File: config.mk
export PLATFORM = sky130hd
export DESIGN_NAME = uart_tx_framer
export DESIGN_NICKNAME = d
export VERILOG_FILES = /design/src/rtl/uart_tx_framer.sv
export SDC_FILE = /design/constraint.sdc
export NUM_CORES = 1
export LEC_CHECK = 0
export CORE_ASPECT_RATIO = 0.9
export CORE_MARGIN = 2
export CORE_UTILIZATION = 55
export DETAILED_ROUTE_END_ITERATION = 8
export PLACE_DENSITY = 0.78
export SYNTH_ARGS = -nofsm -noshare
export SYNTH_HDL_FRONTEND = slang
export SYNTH_SLANG_ARGS = --single-unit
export TNS_END_PERCENT = 1
File: constraint.sdc
create_clock -name clk -period 5.4 [get_ports clk]
set_clock_uncertainty 0.05 [all_clocks]
set_input_delay 0.54 -clock clk [delete_from_list [all_inputs] [get_ports clk]]
set_output_delay 0.54 -clock clk [all_outputs]
set_load 0.05 [all_outputs]
File: src/rtl/uart_tx_framer.sv
// UART transmit framer: valid/ready word intake, one-entry holding register,
// start / data (LSB first) / optional parity / 1-2 stop bits, one bit per tick.
module uart_tx_framer #(
    parameter int DSIZE = 8
) (
    input  logic             clk,
    input  logic             reset,
    input  logic             tick,
    input  logic [DSIZE-1:0] din,
    input  logic [3:0]       bitWidth,
    input  logic [1:0]       parityMode,
    input  logic             stopBits,
    input  logic             load,
    output logic             ready,
    output logic             busy,
    output logic             done,
    output logic             dout
);

    typedef enum logic [2:0] {IDLE, ARM, START, DATA, PARITY, STOP} state_t;

    state_t           state_q;
    logic             hold_full_q;
    logic [DSIZE-1:0] hold_data_q;
    logic [3:0]       hold_width_q;
    logic             hold_par_en_q, hold_par_bit_q, hold_stop2_q;

    logic [DSIZE-1:0] shift_q;
    logic [3:0]       width_q, cnt_q;
    logic             par_en_q, par_bit_q, stop2_q, stop_left_q;
    logic             dout_q, busy_q, done_q;

    logic [3:0]       width_d;
    logic [DSIZE-1:0] data_d;
    logic             accept, last_stop, xfer;

    always_comb begin
        width_d = (bitWidth < 4'd5 || bitWidth > 4'(DSIZE)) ? 4'(DSIZE) : bitWidth;
        for (int i = 0; i < DSIZE; i++)
            data_d[i] = din[i] && (i < int'(width_d));
    end

    assign accept    = load && !hold_full_q;
    assign last_stop = (state_q == STOP) && tick && !stop_left_q;
    // The entry moves to the shifter from IDLE or straight out of the final stop bit.
    assign xfer      = hold_full_q && ((state_q == IDLE) || last_stop);

    always_ff @(posedge clk or posedge reset) begin
        if (reset) begin
            hold_full_q    <= 1'b0;
            hold_data_q    <= '0;
            hold_width_q   <= '0;
            hold_par_en_q  <= 1'b0;
            hold_par_bit_q <= 1'b0;
            hold_stop2_q   <= 1'b0;
        end else if (accept) begin
            hold_full_q    <= 1'b1;
            hold_data_q    <= data_d;
            hold_width_q   <= width_d;
            hold_par_en_q  <= (parityMode == 2'b01) || (parityMode == 2'b10);
            hold_par_bit_q <= (^data_d) ^ (parityMode == 2'b01);
            hold_stop2_q   <= stopBits;
        end else if (xfer) begin
            hold_full_q    <= 1'b0;
        end
    end

    always_ff @(posedge clk or posedge reset) begin
        if (reset) begin
            state_q     <= IDLE;
            shift_q     <= '0;
            width_q     <= '0;
            cnt_q       <= '0;
            par_en_q    <= 1'b0;
            par_bit_q   <= 1'b0;
            stop2_q     <= 1'b0;
            stop_left_q <= 1'b0;
            dout_q      <= 1'b1;
            busy_q      <= 1'b0;
            done_q      <= 1'b0;
        end else begin
            done_q <= 1'b0;
            case (state_q)
                IDLE: if (hold_full_q) begin
                    state_q <= ARM;
                    busy_q  <= 1'b1;
                end
                ARM: if (tick) begin
                    state_q <= START;
                    dout_q  <= 1'b0;
                end
                START: if (tick) begin
                    state_q <= DATA;
                    cnt_q   <= '0;
                    dout_q  <= shift_q[0];
                end
                DATA: if (tick) begin
                    shift_q <= shift_q >> 1;
                    cnt_q   <= cnt_q + 4'd1;
                    if (cnt_q == width_q - 4'd1) begin
                        if (par_en_q) begin
                            state_q <= PARITY;
                            dout_q  <= par_bit_q;
                        end else begin
                            state_q     <= STOP;
                            dout_q      <= 1'b1;
                            stop_left_q <= stop2_q;
                        end
                    end else begin
                        dout_q <= shift_q[1];
                    end
                end
                PARITY: if (tick) begin
                    state_q     <= STOP;
                    dout_q      <= 1'b1;
                    stop_left_q <= stop2_q;
                end
                STOP: if (tick) begin
                    if (stop_left_q) begin
                        stop_left_q <= 1'b0;
                    end else begin
                        done_q <= 1'b1;
                        if (hold_full_q) begin
                            state_q <= START;
                            dout_q  <= 1'b0;
                        end else begin
                            state_q <= IDLE;
                            busy_q  <= 1'b0;
                            dout_q  <= 1'b1;
                        end
                    end
                end
                default: state_q <= IDLE;
            endcase
            if (xfer) begin
                shift_q   <= hold_data_q;
                width_q   <= hold_width_q;
                par_en_q  <= hold_par_en_q;
                par_bit_q <= hold_par_bit_q;
                stop2_q   <= hold_stop2_q;
            end
        end
    end

    assign ready = !hold_full_q;
    assign busy  = busy_q;
    assign done  = done_q;
    assign dout  = dout_q;

endmodule

==> flow_summary.toml, run 1 <==
[detailed_routing]
route.detailed.drc = 0
final_antenna_net_count = 0
num_vias = 1609
drt-pass1-iter-count = 4
detail_route.iter0.violations = 41
routed_wl_mm = 4.05
wire_per_inst_um = 14.5
via_per_inst = 5.75

[worst_setup_path]
arrival_ns = 3.20
crit_path_end_kind = "flip-flop"
worstSetupStartpointType = "input port"
worst_r2r_startpoint = "state_q[0]$_DFFE_PP0P_"
critical_path.top_delay_family = "simple AND/OR/NAND/NOR gates"
crit_chain = "clkdlybuf4s50_1 > nand2_1 > o21a_1 > nor3_2 > nor2_1 > a21o_1"
cp_data_required_time_ns = 5.53
bufs_and_invs_on_worst_path = 1
worstPathMaxFanout = 20
crit_slowest_cell = "sky130_fd_sc_hd__nor3_2"
cp-startpoint = "tick"
worst-setup-path-type = "in2reg"
max_stage_delay_ns = 0.94
reg2reg_setup_slack_ns = 2.55

[placed_design]
place_ws_ns = 2.03
place.detailed.instances = 272
place_hpwl_mm = 2.77
port-buffer-count = 22
place_congestion = 0.805
placed_area_um2 = 2440

[global_routing]
globalRouteTotalUtil_pct = 20.3
number_of_global_route_vias_before_repair = 1551
grt.overflow.total = 0
largest_net_degree_at_the_start_of_global_routing = 43
antenna_found_initial = 0
grt_pass1_wl_mm = 7.22

[layout]
fin_area_um2 = 2530
antenna_cells_inserted = 0
postLayoutCoreUtil_pct = 66.8
areaGrowthSynthToFinish_pct = 14.2
final_cells = 280
post_route_cells_drive_above_1_share_pct = 8.97
fin_nets = 257

[synth]
async_reset_ff_share_pct = 100
synth_commonest_cells = "41 x sky130_fd_sc_hd__dfrtp_1, 22 x sky130_fd_sc_hd__nand2_1, 18 x sky130_fd_sc_hd__o21ai_0"
yosys_warning_count = 0
synth_area_leader_cell = "sky130_fd_sc_hd__dfrtp_1"
synth.cell_area_um2 = 2210
synth_cell_type_count = 46
yosysTopAreaCellShare_pct = 46.3
synth.avg_cell_area_um2 = 10.4
postSynthRegisterBits = 42
synth_enable_flop_cells = 0
synthesis.instances = 212
top_cells_by_area_synth = "sky130_fd_sc_hd__dfrtp_1 46%, sky130_fd_sc_hd__xnor2_1 4.7%, sky130_fd_sc_hd__o21ai_0 4.1%"
synth.yosys.seq_area_share_pct = 47.5
most_used_standard_cell_by_instance_count_after_synthesis = "sky130_fd_sc_hd__dfrtp_1"
total_nets_after_synthesis = 236
synthFlopType = "sky130_fd_sc_hd__dfrtp_1"

[timing]
tightestPinTransition_ns = 1.20
layout_min_cycle_time_ns = 3.07
max_slew_margin_pct = 19.4
finalSetupViolations = 0
achievable-frequency_mhz = 326
worst_hold_slack_ns = 0.431
rsz0062_at_grt = "false"
setup_tns_ns = 0
layout_setup_ws_ns = 2.33
final.period_utilization_pct = 56.8
maxSlewViolCount = 0
hold_viol_final = 0

[clock_network]
post_cts_resized = 0
cts-hold-fix-buffers = 0
cts.sink_count = 42
tritoncts.num_buffers = 5
clk_root_buffer_cell = "sky130_fd_sc_hd__clkbuf_8"
clk_transition_reported_paths_ns = 0.08
h-tree-depth = 2
clock_path_buffers = 2
setup_repair_bufs_after_cts = 0
clock_tree_from_tritoncts = "built"
worst_skew_pair.late_latency_ns = 0.29

[run_status]
run_status = "completed"

[floorplan]
initial_core_util_pct = 58.5
ios = 23
floorplan.die_area_um2 = 4550
coreArea_um2 = 3780
placementRows = 21
die_boundary_width_um = 70.9
die_height_um = 64.2

[flow_run]
cap_viol_max_count = 0

[hold_path]
worst_hold_startpoint = "stop2_q$_DFFE_PP0N_"
min_path_type = "reg2reg"

[pwr]
power.total_mw = 1.27
leakage_nw = 1.14
ir_worst_vdd_mv = 0.236
power.density_cell_area_nw_per_um2 = 503
[cell type report]
cell class / instances / area, um2
flip-flops and latches: 42 / 1050
multi-input cells: 150 / 1060
repair buffers: 23 / 228
clock inverters: 1 / 5.00
clock buffers: 7 / 86.3
well taps: 46 / 57.6
fillers: 328 / 1250
inverters: 11 / 41.3
[path summary, 6_finish.rpt]
kind,endpoint,cells past startpoint
max,shift_q[3]$_DFFE_PP0P_,6
min,stop2_q$_DFFE_PP0N_,1
max reg2reg,shift_q[3]$_DFFE_PP0P_,5
min reg2reg,stop2_q$_DFFE_PP0N_,1
min in group asynchronous,hold_width_q[0]$_DFFE_PP0P_,3
max in group asynchronous,dout$_DFFE_PP1P_,3
[metal layers]
| metal | share of wire (%) | wire [um] | GRT usage, % | up-vias |
|---|---|---|---|---|
| li1 | - | - | - | 797 |
| met1 | 49 | 1970 | 27.9 | 778 |
| met2 | 46 | 1850 | 31.5 | 29 |
| met3 | 4.2 | 169 | 5.68 | 5 |
| met4 | 1.3 | 53 | 5.66 | 0 |
| met5 | 0 | 0 | 0 | - |
[sequential cells by signal, summed over array words and instances (netlist names), 3 cells and up]
| register | flops |
|---|---|
| cnt_q | 4 |
| hold_data_q | 8 |
| hold_width_q | 4 |
| shift_q | 8 |
| state_q | 3 |
| width_q | 4 |
[worst register-to-register path: stages, from the launching register on]
cell and delay [ns]:
sky130_fd_sc_hd__dfrtp_1 0.67, sky130_fd_sc_hd__nand2_1 0.22, sky130_fd_sc_hd__o21a_1 0.23, sky130_fd_sc_hd__nor3_2 0.94, sky130_fd_sc_hd__nor2_1 0.35, sky130_fd_sc_hd__a21o_1 0.27
[cells in the final DEF, fill, tap and decap left out, types with 4 or more instances in the layout]
| master | count |
|---|---|
| sky130_fd_sc_hd__nor3_1 | 4 |
| sky130_fd_sc_hd__o21ai_0 | 18 |
| sky130_fd_sc_hd__dfrtp_1 | 41 |
| sky130_fd_sc_hd__nor2_1 | 10 |
| sky130_fd_sc_hd__mux2_1 | 6 |
| sky130_fd_sc_hd__a22o_1 | 7 |
| sky130_fd_sc_hd__nand2_1 | 22 |
| sky130_fd_sc_hd__a21o_1 | 11 |
| sky130_fd_sc_hd__mux2_2 | 6 |
| sky130_fd_sc_hd__ha_1 | 5 |
| sky130_fd_sc_hd__clkdlybuf4s50_1 | 22 |
| sky130_fd_sc_hd__inv_1 | 11 |
| sky130_fd_sc_hd__clkbuf_8 | 6 |
| sky130_fd_sc_hd__a21oi_1 | 4 |
| sky130_fd_sc_hd__xnor2_1 | 12 |
[cells by family (layout without fill, tap and decap cells)]
| kind of cell | after synthesis | in the layout | share of synthesized area [%] |
|---|---|---|---|
| and+or+nand+nor | 54 | 54 | 12.4 |
| DFF | 42 | 42 | 47.5 |
| xor gates and xnor gates | 14 | 14 | 5.54 |
| AOI/OAI and AO/OA | 63 | 63 | 19.8 |
| muxes | 14 | 14 | 7.01 |
| buffers and inverters | 20 | 42 | 4.92 |
| adders and majority gates | 5 | 5 | 2.82 |
[report_power, final]
part           leakage (nW)  internal [mW]  switching (mW)  total [mW]
combinational         0.576          0.237           0.258       0.495
sequential            0.519          0.444           0.128       0.572
clock                0.0482          0.103           0.103       0.206
Note: power is estimated with default switching activity, not from simulation.
==> run 2: changes to the inputs <==
==> constraint.sdc (replaced) <==
create_clock -name clk -period 3 [get_ports clk]
set_clock_uncertainty 0.05 [all_clocks]
set_input_delay 0.3 -clock clk [delete_from_list [all_inputs] [get_ports clk]]
set_output_delay 0.3 -clock clk [all_outputs]
set_load 0.05 [all_outputs]
==> run 2 against run 1 <==
Compared with the run above:
- design area is 0.59% higher
- combinational power is 83% higher
- total power is 81% higher
- register-to-register slack worse by 1.6 ns
- clock power is 84% higher
- final cell count is 0.71% higher
- global-route usage is 0.20 points higher
- die area stayed put
- largest power group unchanged
==> flow_summary.toml, run 2 (same netlist as run 1, synthesis figures left out) <==
[layout]
post_route_cells_drive_above_1_share_pct = 9.75
multi_input_area_um2 = 1060
commonest_non_fill_non_tap_cells_in_the_layout = "41 x sky130_fd_sc_hd__dfrtp_1, 22 x sky130_fd_sc_hd__nand2_1, 22 x sky130_fd_sc_hd__clkdlybuf4s50_1"
regs_by_ff_count = "hold_data_q x8, shift_q x8"
mostFrequentLayoutCell = "sky130_fd_sc_hd__dfrtp_1"
num-fill-cells = 315
fin_nets = 259
fin_area_um2 = 2540
areaGrowthSynthToFinish_pct = 14.9
layout.area.seq_um2 = 1050
antenna_cells_inserted = 0
final_cells = 282

[worst_setup_path]
worst-setup-path-type = "reg2reg"
worstPathMaxFanout = 20
critical_path.top_delay_family = "flip-flops"
max_stage_delay_ns = 0.64
arrival_ns = 2.16
crit_slowest_cell = "sky130_fd_sc_hd__dfrtp_1"
cp-startpoint = "state_q[0]$_DFFE_PP0P_"
crit_path_end_kind = "flip-flop"
cp_data_required_time_ns = 3.14
bufs_and_invs_on_worst_path = 1
worstSetupStartpointType = "flip-flop"
crit_chain = "nand2_1 > o21a_1 > nor3_2 > buf_4 > nor2_1 > a21o_1"
worst_r2r_startpoint = "state_q[0]$_DFFE_PP0P_"

[pwr]
leakage_nw = 1.15
ir_worst_vdd_mv = 0.472
power.density_cell_area_nw_per_um2 = 905

[detailed_routing]
wire_per_inst_um = 14.3
num_vias = 1654
final_antenna_net_count = 0
routed_wl_mm = 4.03
detail_route.iter0.violations = 99
route.detailed.drc = 0
drt-pass1-iter-count = 4
via_per_inst = 5.87

[clock_network]
cts.sink_count = 42
clock_tree_from_tritoncts = "built"
h-tree-depth = 2
clk_transition_reported_paths_ns = 0.08
post_cts_resized = 0
cts-hold-fix-buffers = 0
clk_root_buffer_cell = "sky130_fd_sc_hd__clkbuf_8"
worst_skew_pair.late_latency_ns = 0.30
tritoncts.num_buffers = 5
setup_repair_bufs_after_cts = 0
clock_path_buffers = 2

[timing]
finalSetupViolations = 0
hold_viol_final = 0
maxSlewViolCount = 0
tightestPinTransition_ns = 0.746
layout_min_cycle_time_ns = 2.02
max_slew_margin_pct = 50.1
setup_tns_ns = 0
rsz0062_at_grt = "false"
final.period_utilization_pct = 67.3
achievable-frequency_mhz = 495

[global_routing]
globalRouteTotalUtil_pct = 20.5
number_of_global_route_vias_before_repair = 1616
largest_net_degree_at_the_start_of_global_routing = 43
grt.overflow.total = 0
antenna_found_initial = 0
grt_pass1_wl_mm = 7.25

[flow_run]
cap_viol_max_count = 0

[placed_design]
port-buffer-count = 22
placed_area_um2 = 2450
place.detailed.instances = 274
place_hpwl_mm = 2.85
place_congestion = 0.744

[run_status]
run_status = "completed"

[floorplan]
floorplan.die_area_um2 = 4550
initial_core_util_pct = 58.5
placementRows = 21
coreArea_um2 = 3780
die_boundary_width_um = 70.9
ios = 23
die_height_um = 64.2

[hold_path]
min_path_type = "in2async"
[run 2: cell types whose count changed in the layout (fill, tap and decap cells not counted), sizes merged]
cell,delta
buf,+2
[run 2: final timing paths]
| path | to | slack (ns) | depth (start not counted) |
|---|---|---|---|
| max in group asynchronous | dout$_DFFE_PP1P_ | 2.15 | 3 |
| min | hold_width_q[2]$_DFFE_PP0P_ | 0.37 | 3 |
| max reg2reg | shift_q[5]$_DFFE_PP0P_ | 0.98 | 6 |
| min reg2reg | hold_data_q[6]$_DFFE_PP0P_ | 0.43 | 1 |
| min in group clk | hold_data_q[6]$_DFFE_PP0P_ | 0.43 | 1 |
| max | shift_q[5]$_DFFE_PP0P_ | 0.98 | 6 |
[run 2: per-layer routing]
layer  up-vias  track usage, %  wire length [um]
li1        799               -                 -
met1       807            27.2              1910
met2        39            31.7              1870
met3         9            4.10               160
met4         0            10.8                92
met5         -               0                 0
[run 2: per-stage QoR]
step / util, % / power (mW) / setup slack [ns] / hold WS (ns)
3_5_place_dp: 64.8 / 1.94 / 0.693 / 0.416
6_report: 67.2 / 2.30 / 0.980 / 0.371
2_1_floorplan: - / 1.74 / 1.18 / 0.375
3_3_place_gp: 64.8 / 1.91 / 0.720 / 0.407
5_1_grt: 67.2 / 2.49 / 0.774 / 0.424
4_1_cts: 67.2 / 2.32 / 0.981 / 0.395
[run 2: area by class of cell]
| type | count | area share [%] |
|---|---|---|
| clock buffer | 7 | 3.39 |
| clock inverter | 1 | 0.197 |
| inverter | 11 | 1.62 |
| multi-input combinational | 150 | 41.6 |
| sequential | 42 | 41.4 |
| tap | 46 | 2.26 |
| timing repair buffer | 25 | 9.54 |
[run 2: worst reg2reg max path, cell delays in order (launching register included)]
cell	delay (ns)
sky130_fd_sc_hd__dfrtp_1	0.64
sky130_fd_sc_hd__nand2_1	0.23
sky130_fd_sc_hd__o21a_1	0.23
sky130_fd_sc_hd__nor3_2	0.14
sky130_fd_sc_hd__buf_4	0.25
sky130_fd_sc_hd__nor2_1	0.17
sky130_fd_sc_hd__a21o_1	0.21
[run 2: power breakdown]
group	leakage, nW	internal (mW)	switching [mW]
combinational	0.587	0.437	0.467
sequential	0.519	0.800	0.220
clock	0.0482	0.186	0.193
